File: src/rtl/gate_mode_explorer_pkg.sv
// gate_mode_explorer_pkg: mode codes and LED bit positions shared by the gate demonstrator.
package gate_mode_explorer_pkg;
  typedef enum logic [2:0] {
    MODE_AND  = 3'd0,
    MODE_OR   = 3'd1,
    MODE_XOR  = 3'd2,
    MODE_NAND = 3'd3,
    MODE_NOR  = 3'd4,
    MODE_XNOR = 3'd5
  } mode_e;
  localparam mode_e MODE_LAST = MODE_XNOR;
  localparam int LED_RES     = 0;
  localparam int LED_MODE_LO = 1;
  localparam int LED_OP0     = 4;
  localparam int LED_OP1     = 5;
endpackage

File: src/rtl/gate_mode_explorer_btn_debounce.sv
// btn_debounce: two-flop synchroniser plus stable-count debouncer for one active-low button.
module btn_debounce #(
  parameter int DEBOUNCE_CYCLES = 270000
) (
  input  logic sys_clk,
  input  logic sys_rst_n,
  input  logic btn_raw_n,
  output logic btn_pressed
);
  localparam int CW = $clog2(DEBOUNCE_CYCLES);
  localparam logic [CW-1:0] CNT_MAX = CW'(DEBOUNCE_CYCLES - 1);
  logic          r_s1, r_s2, r_stable;
  logic [CW-1:0] r_cnt;
  // Any sample matching the accepted level discards all accumulated count.
  always_ff @(posedge sys_clk or negedge sys_rst_n) begin
    if (!sys_rst_n) begin
      r_s1     <= 1'b1;
      r_s2     <= 1'b1;
      r_stable <= 1'b1;
      r_cnt    <= '0;
    end else begin
      r_s1 <= btn_raw_n;
      r_s2 <= r_s1;
      if (r_s2 == r_stable) r_cnt <= '0;
      else if (r_cnt == CNT_MAX) begin
        r_stable <= r_s2;
        r_cnt    <= '0;
      end else r_cnt <= r_cnt + CW'(1);
    end
  end
  assign btn_pressed = ~r_stable;
endmodule

File: src/rtl/gate_mode_explorer.sv
// gate_mode_explorer: debounced operand/mode buttons driving a selectable reduction gate onto active-low LEDs.
module gate_mode_explorer
  import gate_mode_explorer_pkg::*;
#(
  parameter int N_IN            = 2,
  parameter int DEBOUNCE_CYCLES = 270000
) (
  input  logic            sys_clk,
  input  logic            sys_rst_n,
  input  logic [N_IN-1:0] sys_btn,
  input  logic            sys_btn_mode,
  output logic [5:0]      led
);
  logic [N_IN:0]   w_raw, w_pressed;
  logic [N_IN-1:0] w_p;
  logic            w_mode_p, w_res;
  logic            r_press_q;
  mode_e           r_mode, w_mode_nxt;
  logic [5:0]      w_led;
  assign w_raw    = {sys_btn_mode, sys_btn};
  assign w_p      = w_pressed[N_IN-1:0];
  assign w_mode_p = w_pressed[N_IN];
  // Index N_IN is the mode button; the rest are operands.
  genvar i;
  generate
    for (i = 0; i <= N_IN; i++) begin : g_db
      btn_debounce #(.DEBOUNCE_CYCLES(DEBOUNCE_CYCLES)) u_db (
        .sys_clk    (sys_clk),
        .sys_rst_n  (sys_rst_n),
        .btn_raw_n  (w_raw[i]),
        .btn_pressed(w_pressed[i])
      );
    end
  endgenerate
  always_ff @(posedge sys_clk or negedge sys_rst_n) begin
    if (!sys_rst_n) begin
      r_mode    <= MODE_AND;
      r_press_q <= 1'b0;
    end else begin
      r_mode    <= w_mode_nxt;
      r_press_q <= w_mode_p;
    end
  end
  always_comb begin
    w_mode_nxt = r_mode;
    if (w_mode_p && !r_press_q)
      w_mode_nxt = (r_mode == MODE_LAST) ? MODE_AND : mode_e'(r_mode + 3'd1);
  end
  always_comb begin
    w_res = 1'b0;
    case (r_mode)
      MODE_AND:  w_res = &w_p;
      MODE_OR:   w_res = |w_p;
      MODE_XOR:  w_res = ^w_p;
      MODE_NAND: w_res = ~&w_p;
      MODE_NOR:  w_res = ~|w_p;
      MODE_XNOR: w_res = ~^w_p;
      default:   w_res = 1'b0;
    endcase
  end
  always_comb begin
    w_led                      = '1;
    w_led[LED_RES]             = ~w_res;
    w_led[LED_MODE_LO +: 3]    = ~r_mode;
    w_led[LED_OP0]             = ~w_p[0];
    w_led[LED_OP1]             = ~w_p[1];
  end
  always_ff @(posedge sys_clk or negedge sys_rst_n) begin
    if (!sys_rst_n) led <= 6'h3F;
    else led <= w_led;
  end
endmodule

File: config.mk
export PLATFORM = sky130hd
export DESIGN_NAME = gate_mode_explorer
export DESIGN_NICKNAME = d
export VERILOG_FILES = /design/src/rtl/gate_mode_explorer_pkg.sv /design/src/rtl/gate_mode_explorer_btn_debounce.sv /design/src/rtl/gate_mode_explorer.sv
export SDC_FILE = /design/constraint.sdc
export NUM_CORES = 1
export LEC_CHECK = 0
export CAP_MARGIN = 20
export CORE_MARGIN = 4
export CORE_UTILIZATION = 50
export DETAILED_ROUTE_END_ITERATION = 8
export DONT_BUFFER_PORTS = 1
export GPL_ROUTABILITY_DRIVEN = 1
export PLACE_DENSITY = 0.73
export SETUP_SLACK_MARGIN = 0.2
export SLEW_MARGIN = 40
export SYNTH_ARGS = -nofsm -noshare
export SYNTH_HDL_FRONTEND = slang
export SYNTH_HIERARCHICAL = 1
export SYNTH_SLANG_ARGS = --single-unit
File: constraint.sdc
create_clock -name sys_clk -period 4.2 [get_ports sys_clk]
set_input_delay 0.84 -clock sys_clk [delete_from_list [all_inputs] [get_ports sys_clk]]
set_output_delay 0.84 -clock sys_clk [all_outputs]
set_load 0.005 [all_outputs]
==> flow_metrics.env <==
export IMPL_post_cts_buffers=0
export IMPL_ys_ff_latch=76
export IMPL_htreeDepth=3
export IMPL_drcViolationCount=0
export IMPL_max_freq_mhz=472
export IMPL_placed_area_sq_um=3700
export IMPL_netlist_area_sq_um=3670
export IMPL_met1_length_mm=2.76
export IMPL_rsz0062_at_grt="no"
export IMPL_cp_num_buf_inv=1
export IMPL_path_delay_family="simple AND/OR/NAND/NOR gates"
export IMPL_die_area_sq_um=8770
export IMPL_diodes=0
export IMPL_skew_ns=0.0111
export IMPL_grt_max_degree=77
export IMPL_die_w_um=93.7
export IMPL_rrSetupSlack_ns=2.08
export IMPL_drt_total_wl_mm=5.88
export IMPL_worstSetupPathType="reg2reg"
export IMPL_clockBufferDepth=2
export IMPL_cts_inserted_buffers=9
export IMPL_crit_path_cell_trace="ha_1, and4_1, nand4_2, o41ai_4, buf_4, nor2_1"
export IMPL_critPathCaptureType="register"
export IMPL_cpPeakStageDelay_ns=0.52
export IMPL_setup_viol=0
export IMPL_status="complete, no violations"
export IMPL_drt_wirelength_per_cell_um=13.4
export IMPL_ff_latch_area_sq_um=1920
export IMPL_most_common_layout_cells="61 x dfrtp_1, 53 x nor2_1, 39 x xor2_1, 24 x nand3_1"
export IMPL_cellLeakagePower_nw=1.69
export IMPL_cap_violations=0
export IMPL_synth_nets=346
export IMPL_core_area_sq_um=6940
export IMPL_final_common_cell="dfrtp_1"
export IMPL_grt_pass1_vias=2400
export IMPL_grt_use_total=0.153
export IMPL_power_density_nw_per_um2=337
export IMPL_antenna_found_initial=0
export IMPL_route_met2_wl_mm=2.86
export IMPL_routed_top_layer="met4"
export IMPL_cts_root_buf="clkbuf_8"
export IMPL_syn_mean_instance_area_sq_um=11.0
export IMPL_multi_input_area_sq_um=1590
export IMPL_hpwlAfterDp_mm=3.93
export IMPL_die_h_um=93.7
export IMPL_final_nets=349
export IMPL_final_setup_tns_ns=0
export IMPL_cp_slowest_cell="o41ai_4"
export IMPL_r2r_end="g_db[1].u_db/r_cnt[14]"
export IMPL_hold_viol=0
export IMPL_hold_buffers=0
export IMPL_drt_first_pass_iters=5
export IMPL_slew_violations=0
export IMPL_cp_required_ns=4.44
export IMPL_wl_met3_um=157
export IMPL_drt_iter0_markers=99
export IMPL_clk_latency_ns=0.36
export IMPL_cp_start_kind="register"
export IMPL_clk_pin_slew_ns=0.08
export IMPL_hold_class="in2async"
export IMPL_drive_gt1_frac=0.155
export IMPL_overflow=0
export IMPL_reg2reg_from="g_db[1].u_db/r_cnt[0]"
export IMPL_finalCriticalPeriod_ns=2.12
export IMPL_grt_pass1_wl_mm=10.6
export IMPL_gp_congestion=0.771
export IMPL_antenna_left=0
export IMPL_initial_core_util=0.528
export IMPL_via_count=2366
export IMPL_peakVddDrop_v=0.000233
export IMPL_yosysUniqueCellTypes=33
export IMPL_p_total_mw=1.31
export IMPL_areaGrowthSynthToFinish_pct=6.07
export IMPL_cts_sinks=76
export IMPL_std_cell_rows=30
export IMPL_worst_pin_slew_ns=0.591
export IMPL_ioPinCount=11
export IMPL_cts_resized=0
export IMPL_fin_area_sq_um=3890
export IMPL_cts_tree="built"
export IMPL_yosysWarningCount=6
export IMPL_fin_util=0.560
export IMPL_fillers=597
export IMPL_viasPerCell=5.39
export IMPL_finalCritPeriodShare=0.505
export IMPL_path_max_fanout=10
export IMPL_relSlewSlack=0.605
export IMPL_seq_area_frac_synth=0.524
export IMPL_portBuffers=0
export IMPL_reg2reg_depth=6
export IMPL_syn_inst=335
export IMPL_crit_arrival_ns=2.36
[per-layer routing]
metal	track usage	vias to the layer above
li1	-	1167
met2	0.256	20
met3	0.0433	9
met5	0	-
met1	0.182	1170
met4	0.0722	0
[synthesized netlist by cell type]
library cell	n	share of area
a21o_1	1	0.0020
a21oi_1	9	0.012
a221oi_2	1	0.0041
a311oi_1	1	0.0024
and2b_1	3	0.0061
and3_1	9	0.015
and4_1	10	0.024
and4_2	3	0.0082
buf_2	3	0.0041
buf_6	9	0.028
dfrtp_1	61	0.42
dfstp_2	15	0.11
ha_1	6	0.020
inv_1	11	0.011
inv_2	1	0.0010
mux2_1	1	0.0031
mux2_2	3	0.0092
mux2_4	1	0.0041
mux2i_1	2	0.0055
nand2_1	12	0.012
nand2b_1	1	0.0017
nand3_1	24	0.033
nand4_1	15	0.026
nand4_2	3	0.010
nor2_1	53	0.054
nor4_1	6	0.010
o21ai_0	9	0.012
o41ai_4	3	0.023
or2_1	1	0.0017
or2b_2	3	0.0072
or3_1	9	0.015
xnor2_1	7	0.017
xor2_1	39	0.093
[logic make-up after synthesis]
family | count (synthesis) | share of synthesized area
flops | 76 | 0.524
simple gates | 152 | 0.225
xor+xnor | 46 | 0.110
compound gates | 24 | 0.0556
fa+ha+maj | 6 | 0.0205
mux | 7 | 0.0218
buf+inv | 24 | 0.0440
[metrics by stage]
step	cells	hold WS (ns)	worst slack (ns)
after global routing	439	0.143	1.93
after global placement	419	0.346	1.96
after floorplan	335	0.345	2.43
final	439	0.174	2.08
after detailed placement	423	0.350	2.07
after CTS	439	0.143	2.05
[sequential cells by signal, indices dropped and copies added, names as in the netlist]
name	flops
r_mode	3
g_db.u_db/r_s2	3
g_db.u_db/r_stable	3
g_db.u_db/r_s1	3
r_press_q	1
led	6
g_db.u_db/r_cnt	57
[layout make-up]
cell class | count | area share
timing repair buffer | 4 | 0.00772
inverter | 12 | 0.0116
multi-input combinational | 235 | 0.408
clock inverter | 7 | 0.0167
sequential | 76 | 0.494
clock buffer | 9 | 0.0318
tap | 96 | 0.0309
[worst max-delay path by stage]
stage	startpoint	endpoint	slack, ns	cells after the start
floorplan	g_db[0].u_db/r_cnt[0]	g_db[0].u_db/r_cnt[13]	2.43	7
global placement	g_db[1].u_db/r_cnt[0]	g_db[1].u_db/r_cnt[12]	1.96	5
detailed placement	g_db[1].u_db/r_cnt[0]	g_db[1].u_db/r_cnt[11]	2.07	6
CTS	g_db[1].u_db/r_cnt[0]	g_db[1].u_db/r_cnt[14]	2.05	6
global route	g_db[1].u_db/r_cnt[0]	g_db[1].u_db/r_cnt[9]	1.93	6
finish	g_db[1].u_db/r_cnt[0]	g_db[1].u_db/r_cnt[14]	2.08	6
[worst register-to-register path: cells and delay by family (launching register included)]
kind / cells / cell delay [ns]
adders and majority gates: 1 / 0.21
DFF: 1 / 0.39
and+or+nand+nor: 3 / 0.61
buffers and inverters: 1 / 0.28
AOI/OAI and AO/OA: 1 / 0.52
[power by group]
part	leakage [nW]	switching, mW	internal [mW]
logic	0.603	0.0162	0.0123
registers	0.991	0.00839	0.744
clock network	0.0947	0.300	0.230
Note: power is estimated with default switching activity, not from simulation.
